## config.mk

```make
export PLATFORM = sky130hd
export DESIGN_NAME = inst_rom_arbiter
export DESIGN_NICKNAME = d
export VERILOG_FILES = /design/src/rtl/inst_rom_arbiter_pkg.sv /design/src/rtl/inst_rom_arbiter.sv
export SDC_FILE = /design/constraint.sdc
export NUM_CORES = 1
export LEC_CHECK = 0
export CORE_UTILIZATION = 33
export DETAILED_ROUTE_END_ITERATION = 8
export GPL_ROUTABILITY_DRIVEN = 0
export PLACE_DENSITY = 0.87
export SLEW_MARGIN = 5
export SYNTH_ARGS = -nofsm -noshare
export SYNTH_HDL_FRONTEND = slang
export SYNTH_SLANG_ARGS = --single-unit
```

## constraint.sdc

```tcl
create_clock -name clk -period 1.4 [get_ports clk]
set_input_delay 0.28 -clock clk [delete_from_list [all_inputs] [get_ports clk]]
set_output_delay 0.28 -clock clk [all_outputs]
set_load 0.005 [all_outputs]
```

## src/rtl/inst_rom_arbiter_pkg.sv

```systemverilog
// Shared types and constants for the instruction ROM arbiter.
// Holds the bus widths, the zero word, the arbiter state encoding and
// the default starvation limit used by the top-level parameter.
package inst_rom_arbiter_pkg;

    localparam int INST_ADDR_W = 32;
    localparam int INST_W      = 32;

    localparam logic [INST_W-1:0] ZERO_WORD = '0;

    // Default number of back-to-back fetch wins tolerated while debug waits.
    localparam int STARVE_LIMIT_DEF = 4;

    // Arbiter states: fetch has priority, or one debug grant is being forced.
    typedef enum logic [0:0] {
        S_FETCH_PRI = 1'b0,
        S_DBG_FORCE = 1'b1
    } arb_state_e;

endpackage

```

## src/rtl/inst_rom_arbiter.sv

```systemverilog
// Instruction ROM arbiter: shares one combinational ROM between the fetch
// stage and a debug/loader read port.
//  - Per-cycle arbitration, fetch has priority.
//  - Debug is forced in after STARVE_LIMIT consecutive fetch wins.
//  - The ROM word is registered, so read data arrives one cycle after grant.
//  - stall_req tells ctrl whenever a fetch request is denied.
// Optional build macro INST_ARB_ALIGN_CHK_EN adds if_err/dbg_err. When it is
// defined, misaligned requests are not issued and return a zero word with err.
module inst_rom_arbiter
    import inst_rom_arbiter_pkg::*;
#(
    parameter int STARVE_LIMIT = STARVE_LIMIT_DEF,
    parameter int CNT_W        = 4
) (
    input  logic                   clk,
    input  logic                   rst,

    input  logic                   if_req,
    input  logic [INST_ADDR_W-1:0] if_addr,
    input  logic                   if_flush,
    output logic                   if_gnt,
    output logic                   if_rvalid,
    output logic [INST_W-1:0]      if_rdata,

    input  logic                   dbg_req,
    input  logic [INST_ADDR_W-1:0] dbg_addr,
    output logic                   dbg_gnt,
    output logic                   dbg_rvalid,
    output logic [INST_W-1:0]      dbg_rdata,

`ifdef INST_ARB_ALIGN_CHK_EN
    output logic                   if_err,
    output logic                   dbg_err,
`endif

    output logic                   rom_ce,
    output logic [INST_ADDR_W-1:0] rom_addr,
    input  logic [INST_W-1:0]      rom_inst,

    output logic                   stall_req
);

    localparam logic [CNT_W-1:0] LIMIT_C = CNT_W'(STARVE_LIMIT);

    arb_state_e             state;
    arb_state_e             state_next;
    logic [CNT_W-1:0]       starve_cnt;
    logic [CNT_W-1:0]       cnt_next;

    logic [INST_ADDR_W-1:0] win_addr;
    logic                   addr_ok;
    logic                   if_rvalid_q;

    // Arbitration, starvation counting and next state.
    always_comb begin
        // NOTE: every output of this block gets a default first so no path
        // through the case leaves a signal unassigned (which would infer a latch).
        if_gnt     = 1'b0;
        dbg_gnt    = 1'b0;
        state_next = state;
        cnt_next   = starve_cnt;

        unique case (state)
            S_FETCH_PRI: begin
                if (if_req) begin
                    if_gnt = 1'b1;
                end else if (dbg_req) begin
                    dbg_gnt = 1'b1;
                end

                // Count only fetch wins that made debug wait; saturate at the limit.
                if (!dbg_req || dbg_gnt) begin
                    cnt_next = '0;
                end else if (if_gnt && (starve_cnt < LIMIT_C)) begin
                    cnt_next = starve_cnt + 1'b1;
                end

                if (dbg_req && (cnt_next == LIMIT_C)) begin
                    state_next = S_DBG_FORCE;
                end
            end

            S_DBG_FORCE: begin
                // Fetch is locked out; debug gets it if still asking. Either way
                // the forced window lasts one cycle.
                dbg_gnt    = dbg_req;
                cnt_next   = '0;
                state_next = S_FETCH_PRI;
            end

            default: begin
                cnt_next   = '0;
                state_next = S_FETCH_PRI;
            end
        endcase
    end

    // State and starvation counter registers.
    always_ff @(posedge clk or negedge rst) begin
        if (!rst) begin
            state      <= S_FETCH_PRI;
            starve_cnt <= '0;
        end else begin
            // NOTE: sequential state uses non-blocking assignments so every
            // register samples pre-edge values, independent of statement order.
            state      <= state_next;
            starve_cnt <= cnt_next;
        end
    end

    // Winner's address and whether it may be issued to the ROM.
    always_comb begin
        win_addr = if_gnt ? if_addr : dbg_addr;
`ifdef INST_ARB_ALIGN_CHK_EN
        addr_ok  = (win_addr[1:0] == 2'b00);
`else
        addr_ok  = 1'b1;
`endif
        rom_ce   = (if_gnt || dbg_gnt) && addr_ok;
        rom_addr = rom_ce ? win_addr : '0;
    end

    assign stall_req = if_req && !if_gnt;

    // A flush in the response cycle kills the fetch response that is being presented.
    assign if_rvalid = if_rvalid_q && !if_flush;

    // Response registers: capture the ROM word into the winner's rdata.
    always_ff @(posedge clk or negedge rst) begin
        if (!rst) begin
            if_rvalid_q <= 1'b0;
            if_rdata    <= ZERO_WORD;
            dbg_rvalid  <= 1'b0;
            dbg_rdata   <= ZERO_WORD;
        end else begin
            // A flush in the grant cycle drops the response and keeps old if_rdata.
            if_rvalid_q <= if_gnt && !if_flush;
            if (if_gnt && !if_flush) begin
                if_rdata <= addr_ok ? rom_inst : ZERO_WORD;
            end

            dbg_rvalid <= dbg_gnt;
            if (dbg_gnt) begin
                dbg_rdata <= addr_ok ? rom_inst : ZERO_WORD;
            end
        end
    end

`ifdef INST_ARB_ALIGN_CHK_EN
    logic if_err_q;
    logic dbg_err_q;

    // Error flags for misaligned grants, presented together with rvalid.
    always_ff @(posedge clk or negedge rst) begin
        if (!rst) begin
            if_err_q  <= 1'b0;
            dbg_err_q <= 1'b0;
        end else begin
            if_err_q  <= if_gnt && !addr_ok;
            dbg_err_q <= dbg_gnt && !addr_ok;
        end
    end

    assign if_err  = if_err_q && if_rvalid;
    assign dbg_err = dbg_err_q && dbg_rvalid;
`endif

endmodule

```

# Word level (Yosys, flattened, before mapping)
# Index checks and enable logic that the tools add are counted.
# op_classes
add_sub_neg,1
mul,0
div_mod_pow,0
order_cmp,1
eq_ne,1
n_shift,0
mux,15
n_bitwise,1
n_reduce_logical,10
# ops
op,count
$mux W32,2
$mux W4,3
$pmux W4 S2,1
$mux W1,7
$logic_and A1 B1 Y1,5
$add A4 B1 Y4 const B,1
$eq A4 B3 Y1 const B,1
$lt A4 B3 Y1 const B,1
$pmux W1 S2,2
$logic_not A1 Y1,3
$logic_or A1 B1 Y1,2
$not A1 Y1,1
# totals
register_bits,71
latchBits,0
ram_bits,0
romBits,0
input_bits,101
output_inout_bits,102
word_cells,35
mem_count,0

# Depth between registers and ports, before layout
# Gate-level depths: netlist of run 1.
# logic_depth
ltp_word,10
mapped_depth,6
mapped_depth_nobuf,4

# Least setup slack after synthesis of run 1
# No wires, ideal clock.
# synth_timing
kind,register to register
startpoint,register starve_cnt[0]
endpoint,register state
setup_time_ns,0.101
t_arrival_ns,1.404
t_required_ns,1.299
slack_ns,-0.105
path_stages_with_launch,5
n_path_buf,0
period_less_slack_ns,1.505
path_cell_list,dfrtp_1 > ha_1 > or3_1 > o32a_1 > nor4_1
# synth_via
elab_chain_cells,9
elab_cells_between_ends,10
classes_between,1 x add/sub; 1 x order compare; 1 x eq/ne; 5 x mux; 2 x reduce/logical
# synth_lines
item,line,source
"start, declared",inst_rom_arbiter.sv:47,logic [CNT_W-1:0] starve_cnt;
"start signal, assigned",inst_rom_arbiter.sv:107,starve_cnt <= cnt_next;
$lt A4 B3 Y1,inst_rom_arbiter.sv:74,end else if (if_gnt && (starve_cnt < LIMIT_C)) begin
$logic_and A1 B1 Y1,inst_rom_arbiter.sv:74,
$mux W4 (*),inst_rom_arbiter.sv:74,
$mux W4 (*),inst_rom_arbiter.sv:72,if (!dbg_req || dbg_gnt) begin
$mux W4 (*),inst_rom_arbiter.sv:63,unique case (state)
$eq A4 B3 Y1 (*),inst_rom_arbiter.sv:78,if (dbg_req && (cnt_next == LIMIT_C)) begin
$logic_and A1 B1 Y1 (*),inst_rom_arbiter.sv:78,
$mux W1 (*),inst_rom_arbiter.sv:78,
$pmux W1 S2 (*),inst_rom_arbiter.sv:63,
net state_next,inst_rom_arbiter.sv:46,arb_state_e state_next;
"end signal, assigned",inst_rom_arbiter.sv:106,state <= state_next;
"end, declared",inst_rom_arbiter.sv:45,arb_state_e state;
# Mark *: on every way through the listed nets, which the timed path passes. The rest lies on a longest branch. The select of a mux whose other input is x is not followed.
# A chain may end at the register's enable or synchronous reset.

# Worst setup path in the final report of run 1
# layout_timing
startpoint,register state
endpoint,register if_rdata[17]
# layout_via
elab_chain_cells,2
# layout_lines
item,line,source
$mux W1,inst_rom_arbiter.sv:63,
$logic_and A1 B1 Y1,inst_rom_arbiter.sv:138,if (if_gnt && !if_flush) begin
"end signal, assigned",inst_rom_arbiter.sv:139,if_rdata <= addr_ok ? rom_inst : ZERO_WORD;
"end, declared",inst_rom_arbiter.sv:23,"output logic [INST_W-1:0] if_rdata,"
# No other way between the ends.

==> out/metrics.csv, run 1 <==
stage,metric,value,unit
route,drt initial violations,65,
sta,Final Cycle Share,135,%
critical_path,worst reg2reg startpoint,state$_DFF_PN0_,
critical_path,R2R setup slack,-0.49,ns
synth,"Distinct cells, synth",24,
floorplanning,row count,35,
route,DRT Pass-1 Iters,4,
layout,n_diodes,0,
layout,area grow syn2layout,86.7,%
critical_path,Critical Path Sink Type,register,
sta,Clock Skews,0.00874,ns
layout,register area,1780,um^2
cts,root buf cell,clkbuf_8,
route,Vias,2750,
route,metal2 WL,5820,um
critical_path,cell count of the worst reg-to-reg path,8,
worst_hold_path,min-delay src,dbg_rdata[6]$_DFFE_PN0P_,
global_route,first-pass GRT wire length,15700,um
worst_hold_path,Hold EP,dbg_rdata[6]$_DFFE_PN0P_,
critical_path,CP Launch Type,register,
run,max_cap viols,0,
cts,CTS Buf Count,9,
critical_path,WP data required,1.62,ns
sta,worst slew pin tran,0.379,ns
route,wire length on met1,4680,um
sta,Max Slew Vio Count,0,
route,DR DRC count,0,
sta,final setup fails,101,
cts,clock sinks,71,
critical_path,critical path arrival,2.10,ns
sta,Slew HR,74.8,%
layout,Final Cell Area,6070,um^2
placement,post-detail-place hpwl,7150,um
route,Via density,4.68,
route,Routed WL,11400,um
route,Final ANT Viol Nets,0,
global_route,pin count of the biggest net entering global routing,72,
route,wire per inst,19.4,um
placement,port buffer count,202,
layout,"commonest non-fill, non-tap cells in the layout","clkdlybuf4s50_1, dfrtp_1, dlygate4sd2_1",
layout,area of the multi-input gates,1420,um^2
power,Peak VDD IR,0.820,mV
critical_path,Setup crit start,state$_DFF_PN0_,
synth,syn nets,307,
status,status,"finished, violations left",
floorplanning,core box area,9370,um^2
global_route,vias in the first global route,2956,
floorplanning,IO Pins,203,
synth,YS warnings,0,
floorplanning,Initial Utilization,34.7,%
synth,Yosys top cell area share,54.7,%
floorplanning,Die Ht,101,um
cts,clock slew at reported path FFs,0.07,ns
layout,nets@finish,558,
critical_path,Reg-to-Reg End,if_rdata[17]$_DFFE_PN0P_,
sta,Fin. Hold Viols,0,
synth,Synth Cell Area,3250,um^2
route,top layer reached by signal wires,met4,
synth,biggest area contributors in the synthesized netlist,"dfrtp_1, mux2_4, a22o_1",
sta,worst hold slack,0.501,ns
synth,Mapped Cells,205,
layout,FILL cells,748,
layout,fin util,64.8,%
floorplanning,DIE AREA,10300,um^2
global_route,GRT Total Usage,20.7,%
layout,share of layout cells above drive strength 1,38.1,%
synth,#FFs+latches synth,71,
placement,placed cell areas,5430,um^2
sta,Final min period,1.89,ns
cts,H-tree depth,3,
power,Power Dens Cells,959,nW/um^2
sta,setup ws final,-0.485,ns
critical_path,CP max FO,6,
layout,"commonest non-fill, non-tap cell in the layout",clkdlybuf4s50_1,
route,metal3 WL,729,um
power,Leak,0.00286,uW
synth,Synth area leader,dfrtp_1,
global_route,GRT overflow,0,
floorplanning,Die X-Extent,101,um
critical_path,WS Path Type,reg -> reg,
synth,Mean Syn Cell Area,15.9,um^2
worst_hold_path,Hold Crit Depth,1,
synth,register area share after synthesis,54.7,%
cts,clock latency on the worst-skew pair,0.34,ns
cts,CTS tree,built,
sta,unrepaired setup endpoints after global routing,yes,
status,failing checks,negative setup slack,
global_route,initial antenna violation count,0,
cts,number of buffers on the longest clock path,2,
worst_hold_path,Hold Crit Class,reg -> reg,
sta,maximum clock frequency,0.530,GHz
## logic make-up after synthesis
group	count (synthesis)	synth area share [%]
simple gates	15	2.89
mux	64	27.5
fa+ha+maj	1	0.385
compound gates	36	9.39
xor+xnor	2	0.539
buf+inv	16	4.66
flops	71	54.7
## worst max-delay path by stage
stage / to / depth (start not counted)
2_1_floorplan: if_rdata[10]$_DFFE_PN0P_ / 6
6_report: if_rdata[17]$_DFFE_PN0P_ / 8
4_1_cts: rom_addr[3] / 6
3_3_place_gp: rom_addr[5] / 5
5_1_grt: rom_addr[3] / 6
3_5_place_dp: rom_addr[3] / 5
## registers in the layout, indices dropped and copies added (netlist names)
signal	count
dbg_rdata	32
dbg_rvalid	1
if_rdata	32
if_rvalid_q	1
starve_cnt	4
state	1
## repair_timing
item                                   in CTS  in global routing
buffers inserted                           22                 15
endpoints found under the hold margin      71                  0
gates cloned                                7                  6
setup endpoints to repair                 166                107
pin swaps                                  13                  7
gates resized for setup                   246                 39
hold buffers                                1                  0
## routing by layer
layer / global-route usage, % / up-vias
li1: - / 1256
met2: 34.4 / 110
met4: 6.02 / 0
met3: 7.04 / 17
met1: 25.4 / 1367
met5: 0 / -
## layout make-up
cell class                 instances  area share, %
multi-input combinational        119           23.3
clock inverter                     1          0.495
sequential                        71           29.3
tap                              129           2.66
timing repair buffer             254           41.7
inverter                           1         0.0619
clock buffer                      13           2.45
## critical path: stages, from the launching register on
cell and delay (ns):
dfrtp_1 0.40, nor2b_4 0.20, buf_6 0.13, buf_12 0.11
buf_16 0.11, nor2b_4 0.20, buf_6 0.15, clkbuf_16 0.15
mux2_4 0.29
## power by group
| part | total [uW] | internal (uW) | switching, uW |
|---|---|---|---|
| sequential | 2480 | 2330 | 150 |
| combinational | 1770 | 1200 | 571 |
| clock | 1570 | 856 | 713 |
## synth_stat cells
| cell | number |
|---|---|
| buf_6 | 5 |
| a21oi_1 | 2 |
| nor2b_4 | 2 |
| ha_1 | 1 |
| xor2_1 | 1 |
| xnor2_1 | 1 |
| nor2_1 | 5 |
| clkbuf_1 | 3 |
| and2_1 | 1 |
| buf_12 | 3 |
| dfrtp_1 | 71 |
| nor4_1 | 1 |
| nor2b_2 | 1 |
| inv_1 | 1 |
| mux2_4 | 46 |
| a22o_1 | 32 |
| or3_1 | 1 |
| o21ai_0 | 1 |
| or2_2 | 1 |
| nand2_1 | 2 |
| mux2_2 | 18 |
| buf_2 | 4 |
| nor2b_1 | 1 |
| o32a_1 | 1 |
## stage by stage
step           setup TNS (ns)  std cells  total power [uW]  setup slack [ns]
2_1_floorplan          -0.971        205              3130           -0.0335
3_3_place_gp           -66.10        534              4240            -0.727
3_5_place_dp           -67.76        534              4290            -0.766
4_1_cts                -35.78        576              5800            -0.485
5_1_grt                -45.47        588              6100            -0.551
6_report               -39.26        588              5820            -0.485
No activity file was read; power rests on OpenSTA's default activity.
==> inputs of run 2 (changes only) <==
--- a/config.mk
+++ b/config.mk
@@ -6,6 +6,7 @@
 export NUM_CORES = 1
 export LEC_CHECK = 0
 export CORE_UTILIZATION = 33
+export CTS_CLUSTER_SIZE = 24
 export DETAILED_ROUTE_END_ITERATION = 8
 export GPL_ROUTABILITY_DRIVEN = 0
 export PLACE_DENSITY = 0.87
==> results of run 2 <==
Same layout as run 1: the final DEF is identical, and so are final timing and power.
